<file path="src/rtl/regfile_wb_arbiter.sv">
// Write-port arbiter for the register file: the in-order primary writeback always wins,
// secondary results wait in a small FIFO and drain into idle slots, and pending flags feed the hazard unit.
module regfile_wb_arbiter #(
    parameter int DEPTH = 4,
    parameter int PTR_W = 2
) (
    input  logic             Clk,
    input  logic             ResetL,
    input  logic             PriValid,
    input  logic [4:0]       PriRW,
    input  logic [31:0]      PriData,
    input  logic             SecValid,
    output logic             SecReady,
    input  logic [4:0]       SecRW,
    input  logic [31:0]      SecData,
    input  logic [4:0]       RA,
    input  logic [4:0]       RB,
    output logic             PendA,
    output logic             PendB,
    output logic             WawHaz,
    output logic             WawErr,
    output logic             RegWr,
    output logic [4:0]       RW,
    output logic [31:0]      BusW,
    output logic [PTR_W:0]   Count
);

    logic [4:0]       fifo_rw   [DEPTH];
    logic [31:0]      fifo_data [DEPTH];
    logic [PTR_W-1:0] head;
    logic [PTR_W-1:0] tail;
    logic [PTR_W:0]   count;
    logic             out_sec;
    logic [31:0]      pending;

    logic sec_live, pri_live, fifo_empty, bypass, enq, deq;

    // Handshake: a secondary item transfers on a posedge where SecValid and SecReady are both
    // high; SecReady depends only on occupancy, never on SecValid or a same-cycle drain.
    assign SecReady   = (count != (PTR_W+1)'(DEPTH));
    assign sec_live   = SecValid & SecReady & (SecRW != 5'd0);
    assign pri_live   = PriValid & (PriRW != 5'd0);
    assign fifo_empty = (count == '0);
    assign bypass     = sec_live & fifo_empty & ~PriValid;
    assign enq        = sec_live & ~bypass;
    assign deq        = ~PriValid & ~fifo_empty;

    always_comb begin
        pending = '0;
        for (int i = 0; i < DEPTH; i++) begin
            // Entry i is live when its distance from head lies below the occupancy.
            if ({1'b0, PTR_W'(PTR_W'(i) - head)} < count)
                pending[fifo_rw[i]] = 1'b1;
        end
        if (RegWr && out_sec)
            pending[RW] = 1'b1;
        pending[0] = 1'b0;
    end

    assign PendA  = pending[RA];
    assign PendB  = pending[RB];
    assign WawHaz = pri_live & pending[PriRW];
    assign Count  = count;

    always_ff @(posedge Clk or negedge ResetL) begin
        if (!ResetL) begin
            RegWr   <= 1'b0;
            RW      <= '0;
            BusW    <= '0;
            out_sec <= 1'b0;
            head    <= '0;
            tail    <= '0;
            count   <= '0;
            WawErr  <= 1'b0;
        end else begin
            if (PriValid) begin
                RegWr   <= pri_live;
                out_sec <= 1'b0;
                if (pri_live) begin
                    RW   <= PriRW;
                    BusW <= PriData;
                end
            end else if (deq) begin
                RegWr   <= 1'b1;
                out_sec <= 1'b1;
                RW      <= fifo_rw[head];
                BusW    <= fifo_data[head];
            end else if (bypass) begin
                RegWr   <= 1'b1;
                out_sec <= 1'b1;
                RW      <= SecRW;
                BusW    <= SecData;
            end else begin
                RegWr   <= 1'b0;
                out_sec <= 1'b0;
            end

            if (enq)
                tail <= tail + 1'b1;
            if (deq)
                head <= head + 1'b1;
            if (enq && !deq)
                count <= count + 1'b1;
            else if (deq && !enq)
                count <= count - 1'b1;

            if (WawHaz)
                WawErr <= 1'b1;
        end
    end

    // Storage needs no reset: entries are only observed between head and tail.
    always_ff @(posedge Clk) begin
        if (enq) begin
            fifo_rw[tail]   <= SecRW;
            fifo_data[tail] <= SecData;
        end
    end

endmodule

</file>
<file path="config.mk">
export PLATFORM = sky130hd
export DESIGN_NAME = regfile_wb_arbiter
export DESIGN_NICKNAME = d
export VERILOG_FILES = /design/src/rtl/regfile_wb_arbiter.sv
export SDC_FILE = /design/constraint.sdc
export NUM_CORES = 1
export LEC_CHECK = 0
export ABC_AREA = 1
export CAP_MARGIN = 20
export CORE_UTILIZATION = 56
export DETAILED_ROUTE_END_ITERATION = 10
export PLACE_DENSITY = 0.8
export SLEW_MARGIN = 40
export SYNTH_ARGS = -nofsm -noshare
export SYNTH_HDL_FRONTEND = slang
export SYNTH_SLANG_ARGS = --single-unit
</file>
<file path="constraint.sdc">
create_clock -name Clk -period 3.95 [get_ports Clk]
set_input_delay 0.9875 -clock Clk [delete_from_list [all_inputs] [get_ports Clk]]
set_output_delay 0.9875 -clock Clk [all_outputs]
set_load 0.005 [all_outputs]
</file>
; ---- Yosys cells after proc, flatten, opt, wreduce, memory -nomap -nowiden
; Memory sizes are Yosys's and may differ from the RTL's.
; Index checks and enable logic that the tools add are counted.
[totals]
input_bits = 88
ram_bits = 148
out_inout_bits = 46
word_cells = 105
n_memories = 2
register_bits = 47
[op_classes]
reduce_logical = 16
eq_ne = 2
add_sub_neg = 8
n_lt_le_gt_ge = 17
n_mux = 37
n_bitwise = 15
[memory_table]
columns = name, depth, word_bits, rd, rd_ports_with_merged_regs, wr, line_no
row1 = fifo_data, 4, 32, 1, 0, 1, 29  ; logic [31:0] fifo_data [DEPTH];
row2 = fifo_rw, 4, 5, 5, 0, 1, 28  ; logic [4:0] fifo_rw [DEPTH];
[op_table]
columns = operator, count
row1 = $mux W32, 9
row2 = $or A32 B32 Y32, 4
row3 = $lt A5 B6 Y1 const B, 8
row4 = $demux W1 S5, 5
row5 = $ge A5 B1 Y1 const B, 5
row6 = $mux W5, 4
row7 = $bmux W1 S5, 3
row8 = $mux W1, 14
row9 = $lt A2 B3 Y1, 4
row10 = $reduce_bool A5 Y1, 2
row11 = $and A1 B1 Y1, 8
row12 = $logic_and A1 B1 Y1, 8
row13 = $mux W3, 2
row14 = $add A2 B1 Y2 const B, 2
row15 = $sub A1 B2 Y2 const A, 2
row16 = $sub A2 B2 Y2 const A, 2
row17 = $add A3 B1 Y3 const B, 1
row18 = $logic_not A3 Y1, 1
row19 = $ne A3 B3 Y1 const B, 1
row20 = $not A1 Y1, 3
row21 = $reduce_bool A3 Y1, 1
row22 = $sub A3 B1 Y3 const B, 1
row23 = $logic_not A1 Y1, 2
row24 = $ne A2 B1 Y1 const B, 1
row25 = 2 further kinds, 2

; ---- Longest topological paths before layout
; Gate-level depths: netlist (run 1).
; An unclocked memory read counts as a cell.
[depth]
word_depth = 17
depth_mapped = 22
mapped_depth_nobuf = 21

; ---- Worst setup path after synthesis (run 1)
; OpenSTA, ideal clock, no wires.
[synth_path]
kind = input-to-reg
from = input port PriValid
to = memory fifo_data[0][0], enable pin
arrival_ps = 3226
t_required_ps = 3519
setup_time_ps = 431
cell_stages = 5
slack_ps = 292
path_cell_list = buf_2 > nor2_1 > nor2_1 > inv_1 > nor2_1
[synth_via]
elab_chain_len = 6
[synth_lines]
columns = element, line_no
row1 = start: declaration, 9  ; input logic PriValid,
row2 = $not A1 Y1, 44  ; assign bypass = sec_live & fifo_empty & ~PriValid;
row3 = $and A1 B1 Y1, 44
row4 = $not A1 Y1, 45  ; assign enq = sec_live & ~bypass;
row5 = $and A1 B1 Y1, 45
row6 = via enq, 36  ; logic sec_live, pri_live, fifo_empty, bypass, enq, deq;
row7 = $mux W1, 114  ; if (enq) begin
row8 = $mux W1 (implied by the code), 116  ; fifo_data[tail] <= SecData;
row9 = end: declaration, 29
; The timed path passes the listed nets, and every way through them passes these cells.

; ---- Worst setup path after layout (run 1)
[layout_path]
from = register head[0]
to = register WawErr
[layout_via]
elab_chain_len = 14
elab_cells_between_ends = 20
cone_classes = 4 x add/sub / 4 x order compare / 7 x mux / 5 x bitwise
[layout_lines]
columns = element, line_no
row1 = start: declaration, 30  ; logic [PTR_W-1:0] head;
row2 = start signal: assignment, 101  ; head <= head + 1'b1;
row3 = $sub A1 B2 Y2, 52  ; if ({1'b0, PTR_W'(PTR_W'(i) - head)} < count)
row4 = $lt A2 B3 Y1, 52
row5 = $mux W32, 52
row6 = $or A32 B32 Y32 (no line), n/a
row7 = $mux W32, 52
row8 = $or A32 B32 Y32 (no line), n/a
row9 = $mux W32, 52
row10 = $or A32 B32 Y32 (no line), n/a
row11 = $mux W32 *, 52
row12 = $or A32 B32 Y32 (no line), n/a
row13 = $mux W32 *, 55  ; if (RegWr && out_sec)
row14 = $bmux W1 S5 *, 62  ; assign WawHaz = pri_live & pending[PriRW];
row15 = $mux W1 (implied by the code) *, 62
row16 = $and A1 B1 Y1 *, 62
row17 = end signal: assignment, 74  ; WawErr <= 1'b0;
row18 = end signal: assignment, 108  ; WawErr <= 1'b1;
row19 = end: declaration, 21  ; output logic WawErr,
; Every way passes the cells marked *; elsewhere a longest branch is shown, timed or not. The select of a mux whose other input is x is not followed.
; A chain may end at the register's enable or synchronous reset.

==> impl_metrics.csv, run 1 <==
group,metric,value,unit
status,run_status,"complete, no violations",
critical_path,regToRegEndpoint,"WawErr",
timing,slew_headroom,0.637,
final_layout,insertedDiodeCount,0,
timing,max_freq,254,MHz
timing,grt_setup_unrepaired,"true",
synthesis,synth_area_per_cell,8.38,µm²
critical_path,critical_path_endpoint,"WawErr",
synthesis,syn_inst,1269,
critical_path,end_kind,"register",
timing,hold_ws,0.489,ns
clock_network,cts_made_buffers,17,
critical_path,timing.critical_path.arrival,4.33,ns
synthesis,number_of_synthesized_flops_with_an_enable_pin,148,
drt,drt_iter0_drc,1180,
timing,setup_total_negative_slack,0,ns
final_layout,layout_commonest_cell,"sky130_fd_sc_hd__nand2_1",
final_layout,drive_gt1_frac,0.187,
floorplanning,floorplan.core_area,18600,µm²
power_and_ir_drop,ir_drop,0.440,mV
worst_hold_path,timing.hold.worst.class,"reg2reg",
drt,post-route-drc-count,0,
synthesis,seq_area_frac_synth,0.529,
placement,port_buffers,133,
synthesis,number_of_distinct_standard_cells_referenced_by_the_synthesized_netlist,40,
drt,num_vias,10600,
power_and_ir_drop,power_per_cell_area,647,nW/µm²
synthesis,synth_top_cells_by_area,"sky130_fd_sc_hd__edfxtp_1 42%, sky130_fd_sc_hd__nand2_1 12%, sky130_fd_sc_hd__dfrtp_1 11%",
placement,routabilityCongestion,0.981,
drt,post_drt_wl_per_cell,21.3,µm
global_routing,global_route.usage.total,0.387,
floorplanning,chipWidth,140,µm
power_and_ir_drop,fin_total_pwr,0.00915,W
synthesis,fraction_of_post_synthesis_cell_area_in_the_top_cell_type_by_area,0.418,
final_layout,final_cell_mix,"312 x sky130_fd_sc_hd__nand2_1, 189 x sky130_fd_sc_hd__nor2_1, 148 x sky130_fd_sc_hd__edfxtp_1, 143 x sky130_fd_sc_hd__nand3_1, 129 x sky130_fd_sc_hd__clkdlybuf4s50_1",
synthesis,synth_flop_cell,"sky130_fd_sc_hd__edfxtp_1",
floorplanning,floorplan.die_area,19500,µm²
flow_run,cap_viol_max_count,0,
floorplanning,io_pins,134,
clock_network,clock_tree.buffer_depth,2,
synthesis,mappedNetlistArea,10600,µm²
global_routing,grt-ovfl-total,0,
critical_path,crit_path_frequent_cell,"sky130_fd_sc_hd__buf_4",
timing,fraction_of_the_cycle_the_final_worst_path_needs,0.999,
critical_path,r2r_start,"head[0]",
drt,drt-pass1-iter-count,5,
critical_path,reg2reg_slack,0.006,ns
critical_path,r2r_cells,31,
clock_network,cts_num_sinks,195,
synthesis,synth.net_count,1367,
clock_network,cts_hold_repair.buffers,0,
power_and_ir_drop,static-leakage-power,5.58,nW
timing,max_slew.worst_pin.slew,0.543,ns
floorplanning,rows,50,
critical_path,timing.critical_path.slowest_stage_cell,"sky130_fd_sc_hd__dfrtp_2",
critical_path,timing.critical_path.from,"head[0]",
critical_path,cp.required,4.34,ns
timing,final-setup-viol-count,0,
clock_network,tritoncts_clock_tree,"done",
floorplanning,initial_core_util,0.570,
final_layout,layout.nets,1584,
drt,viasPerCell,6.13,
clock_network,cts_max_level,4,
placement,detailed_place_hpwl,25.3,mm
timing,timing.final.crit_period,3.94,ns
final_layout,area_delta_synth_final,32.9,%
floorplanning,die_y,140,µm
clock_network,worst_skew_pair.late_latency,0.45,ns
drt,detail-route-antenna-nets,0,
synthesis,ys_seq_elements,195,
synthesis,asyncSetResetFlopFracSynth,0.241,
global_routing,antenna_found_initial,0,
global_routing,grt_pass1_wl,57.1,mm
final_layout,finish.utilization,0.758,
drt,postRouteWirelength,37.0,mm
timing,timing_max_transition_violations_final,0,
critical_path,timing.critical_path.from_type,"register",
clock_network,root_buffer,"sky130_fd_sc_hd__clkbuf_16",
critical_path,setup.worst_path.class,"reg2reg",
synthesis,yosys.area.top_type,"sky130_fd_sc_hd__edfxtp_1",
timing,fin_worst_skew,0.0167,ns
global_routing,largest_net_degree_at_the_start_of_global_routing,76,
clock_network,clkTransAtPathRegs,0.08,ns
synthesis,synthesis.yosys.warnings,0,
critical_path,cp_slowest_stage_delay,0.44,ns
critical_path,critical_path_peak_fanout,10,
timing,report.final.hold_viol_count,0,
global_routing,via_count_of_the_first_global_routing_pass,10500,
Yosys cell counts, types with 3 or more instances:
library cell and count:
sky130_fd_sc_hd__ha_1 9, sky130_fd_sc_hd__o22ai_1 5, sky130_fd_sc_hd__nand4_1 3, sky130_fd_sc_hd__a41oi_1 32
sky130_fd_sc_hd__inv_2 3, sky130_fd_sc_hd__clkbuf_1 26, sky130_fd_sc_hd__nor3_2 3, sky130_fd_sc_hd__xor2_1 3
sky130_fd_sc_hd__buf_2 17, sky130_fd_sc_hd__o21ai_1 4, sky130_fd_sc_hd__dfrtp_1 47, sky130_fd_sc_hd__inv_1 72
sky130_fd_sc_hd__nand3_2 3, sky130_fd_sc_hd__nand3_1 156, sky130_fd_sc_hd__edfxtp_1 148, sky130_fd_sc_hd__a21oi_1 23
sky130_fd_sc_hd__o211ai_1 6, sky130_fd_sc_hd__a22oi_1 65, sky130_fd_sc_hd__clkinv_1 5, sky130_fd_sc_hd__nand2_1 334
sky130_fd_sc_hd__nor3_1 16, sky130_fd_sc_hd__o21ai_0 23, sky130_fd_sc_hd__nor2_1 245
through the flow:
stage,cell area [µm²],cells,setup slack [ns]
floorplan,10600,1269,0.292
global placement,12700,1668,0.0141
detailed placement,12700,1668,-0.00230
CTS,13900,1730,0.00563
global route,14100,1733,-0.131
finish,14100,1733,0.00559
logic make-up (layout without fill, tap and decap cells):
group | Yosys count | in the layout | share of synthesized area
buffers and inverters | 127 | 356 | 0.0482
and+or+nand+nor | 767 | 767 | 0.298
xor gates and xnor gates | 4 | 4 | 0.00330
DFF | 195 | 195 | 0.529
AOI/OAI and AO/OA | 166 | 167 | 0.110
adders and majority gates | 10 | 10 | 0.0125
flip-flops by register name (all words and copies together) (netlist names):
register	cells
RegWr	1
fifo_rw	20
Count	3
BusW	32
head	2
WawErr	1
out_sec	1
RW	5
tail	2
fifo_data	128
worst min path at each step:
stage,startpoint,to,cells past startpoint
final,WawErr,WawErr,2
after global routing,ResetL,BusW[17],1
after CTS,WawErr,WawErr,2
after detailed placement,WawErr,WawErr,2
after global placement,WawErr,WawErr,2
after floorplan,WawErr,WawErr,2
cell type report:
cell class / count / area [µm²]
Clock inverter: 15 / 186
Sequential cell: 195 / 5620
Multi-Input combinational cell: 948 / 5070
Timing Repair Buffer: 244 / 2230
Tap cell: 234 / 293
Inverter: 80 / 303
Clock buffer: 17 / 425
Fill cell: 1268 / 4510
where the power goes:
part	internal, W	switching, W
clock	0.000860	0.000885
combinational	0.00171	0.00263
sequential	0.00275	0.000313
critical path, delay by kind of cell (launching register included):
| family | cells | cell delay, ns |
|---|---|---|
| buf+inv | 15 | 1.95 |
| flops | 1 | 0.44 |
| simple gates | 15 | 1.34 |
| fa+ha+maj | 1 | 0.15 |
per-layer routing:
| metal | vias up | routed length, µm | global-route usage |
|---|---|---|---|
| met5 | - | 0 | 0 |
| met4 | 0 | 1980 | 0.230 |
| met3 | 146 | 3080 | 0.0640 |
| met2 | 655 | 18200 | 0.657 |
| met1 | 5009 | 13700 | 0.465 |
| li1 | 4815 | - | - |
repair_timing:
action                                  4_1_cts  5_1_grt
setup buffers                                27        7
endpoints found under the setup margin        3        4
gates cloned                                  3        1
gates resized for setup                      98       72
pin swaps                                    40       31
(Power assumes the default switching activity.)
==> run 2, diff against run 1 <==
CORE_MARGIN = 5   (was unset)
==> run 2 against run 1 <==
Critical path type is now reg2out. Design area decreased by 0.74%. The flow now finishes with violations (setup timing). Largest cell class unchanged. Critical path depth fell by 13. Via count fell by 2.4%. Non-clock buffer count is 14 lower. Utilization fell by 0.82 points. Clock skew is 0.0019 ns higher. Maximum frequency shrank 4.0%. Sequential share of layout area increased by 0.27 points. Setup slack worse by 0.16 ns. Die area is 12% higher.
==> impl_metrics.csv, run 2 (synthesis results as in run 1) <==
group,metric,value,unit
status,run_status,"finished, violations left",
status,violations,"setup timing",
critical_path,setup.worst_path.class,"reg2out",
power_and_ir_drop,power_per_cell_area,657,nW/µm²
timing,report.final.hold_viol_count,0,
critical_path,critical_path_peak_fanout,5,
final_layout,layout_commonest_cell,"sky130_fd_sc_hd__nand2_1",
timing,fraction_of_the_cycle_the_final_worst_path_needs,1.04,
flow_run,cap_viol_max_count,0,
final_layout,area_delta_synth_final,31.9,%
floorplanning,initial_core_util,0.568,
placement,placed_area,12800,µm²
drt,viasPerCell,6.03,
final_layout,layout.cells.non_filler,1719,
floorplanning,chipWidth,148,µm
floorplanning,floorplan.core_area,18700,µm²
final_layout,largest_register_ff_count,128,
final_layout,final_cell_mix,"312 x sky130_fd_sc_hd__nand2_1, 194 x sky130_fd_sc_hd__nor2_1, 148 x sky130_fd_sc_hd__edfxtp_1, 142 x sky130_fd_sc_hd__nand3_1, 129 x sky130_fd_sc_hd__clkdlybuf4s50_1",
drt,post-route-drc-count,0,
global_routing,antenna_found_initial,0,
critical_path,cp_slowest_stage_delay,0.44,ns
final_layout,biggestRegsByFlops,"fifo_data: 128 flops, BusW: 32 flops, fifo_rw: 20 flops",
clock_network,cts_made_buffers,17,
clock_network,root_buffer,"sky130_fd_sc_hd__clkbuf_16",
placement,post-place-cells,1671,
worst_hold_path,timing.hold.worst.class,"reg2reg",
power_and_ir_drop,static-leakage-power,5.57,nW
placement,detailed_place_hpwl,25.7,mm
timing,fin_worst_skew,0.0186,ns
timing,setup_total_negative_slack,-0.400,ns
global_routing,global_route.usage.total,0.325,
placement,port_buffers,133,
critical_path,path_buf_inv,4,
clock_network,cts_hold_repair.buffers,0,
power_and_ir_drop,fin_total_pwr,0.00922,W
timing,grt_setup_unrepaired,"true",
critical_path,crit_path_frequent_cell,"sky130_fd_sc_hd__nor2_2",
global_routing,grt_pass1_wl,55.1,mm
final_layout,insertedDiodeCount,0,
final_layout,fillerInstances,1298,
clock_network,cts_max_level,4,
timing,slew_headroom,0.484,
critical_path,end_kind,"primary output",
floorplanning,io_pins,134,
drt,detail-route-antenna-nets,0,
critical_path,timing.critical_path.slowest_stage_cell,"sky130_fd_sc_hd__dfrtp_1",
timing,final-setup-viol-count,3,
drt,drt_iter0_drc,1039,
drt,drt-pass1-iter-count,9,
timing,timing.final.crit_period,4.11,ns
drt,post_drt_wl_per_cell,20.8,µm
power_and_ir_drop,ir_drop,0.523,mV
floorplanning,die_y,148,µm
final_layout,drive_gt1_frac,0.166,
final_layout,total_non_filler_cell_area_in_the_finished_layout,14000,µm²
floorplanning,floorplan.die_area,21800,µm²
critical_path,cp.required,2.96,ns
timing,timing_max_transition_violations_final,0,
critical_path,timing.critical_path.from_type,"register",
timing,post-route-worst-setup-slack,-0.158,ns
final_layout,top_register,"fifo_data",
placement,routabilityCongestion,1.09,
critical_path,timing.critical_path.arrival,3.12,ns
drt,num_vias,10400,
timing,max_freq,243,MHz
clock_network,tritoncts_clock_tree,"done",
clock_network,clkTransAtPathRegs,0.09,ns
global_routing,grt-ovfl-total,0,
floorplanning,rows,50,
critical_path,worst_path_top_cell_family_by_delay,"simple AND/OR/NAND/NOR gates",
clock_network,cts_num_sinks,195,
clock_network,clock_tree.buffer_depth,2,
critical_path,cp_cell_sequence,"nor2_2 > nor2_2 > ha_1 > inv_1 > nor2_2 > nand2_4 > nand2_2 > buf_4 > nor3_4 > nor2_4 > nand2_2 > buf_4 > a21oi_1 > nand3_1 > nand3_1 > a21o_1 > nand2_1 > dlygate4sd2_1",
drt,postRouteWirelength,35.8,mm
global_routing,via_count_of_the_first_global_routing_pass,10000,
global_routing,largest_net_degree_at_the_start_of_global_routing,76,
clock_network,worst_skew_pair.late_latency,0.46,ns
timing,max_slew.worst_pin.slew,0.775,ns
final_layout,layout.nets,1570,
==> run 2: tightest hold or removal path, stage by stage, from the launching register on <==
cell	delay (ns)
sky130_fd_sc_hd__dfrtp_1	0.36
sky130_fd_sc_hd__inv_1	0.05
sky130_fd_sc_hd__nand2_1	0.06
==> run 2: cell type report <==
class	count	area, µm²	share of cell area
Clock buffer	17	425	0.0303
Clock inverter	15	221	0.0158
Inverter	80	305	0.0218
Multi-Input combinational cell	948	4970	0.355
Sequential cell	195	5620	0.401
Tap cell	234	293	0.0209
Timing Repair Buffer	230	2190	0.156
==> run 2: layer usage <==
metal  up-vias  global-route usage  part of all wire
met2       629               0.544              0.48
met4         0               0.149             0.047
met5         -                   0                 0
met3       126              0.0570             0.091
met1      4835               0.414              0.38
li1       4780                   -                 -
==> run 2: metrics by stage <==
step	setup WS, ns	util	hold WS (ns)
after floorplan	0.292	-	0.458
after global placement	-0.0189	0.682	0.452
after detailed placement	-0.0421	0.682	0.487
after CTS	-0.0519	0.738	0.507
after global routing	-0.346	0.750	0.514
final	-0.158	0.750	0.504
==> run 2: power by group <==
group          internal (W)  total [W]  switching (W)
Combinational       0.00175    0.00432        0.00257
Clock              0.000897    0.00185       0.000953
Sequential          0.00275    0.00305       0.000298
Total               0.00539    0.00922        0.00382
==> run 2: final timing paths <==
| kind | from | to | slack, ns | cells after the start |
|---|---|---|---|---|
| max reg2reg | head[0] | WawErr | 1.21 | 21 |
| max | head[0] | PendA | -0.16 | 18 |
| min reg2reg | WawErr | WawErr | 0.50 | 2 |
| min | WawErr | WawErr | 0.50 | 2 |
| max in group asynchronous | ResetL | RW[3] | 2.60 | 2 |
| min in group asynchronous | ResetL | BusW[15] | 0.51 | 1 |
==> run 2: repair_timing <==
action / in CTS / in global routing
endpoints found under the setup margin: 3 / 3
pin swaps: 27 / 18
buffers inserted: 5 / 6
gates cloned: 3 / 2
resized for setup: 85 / 48
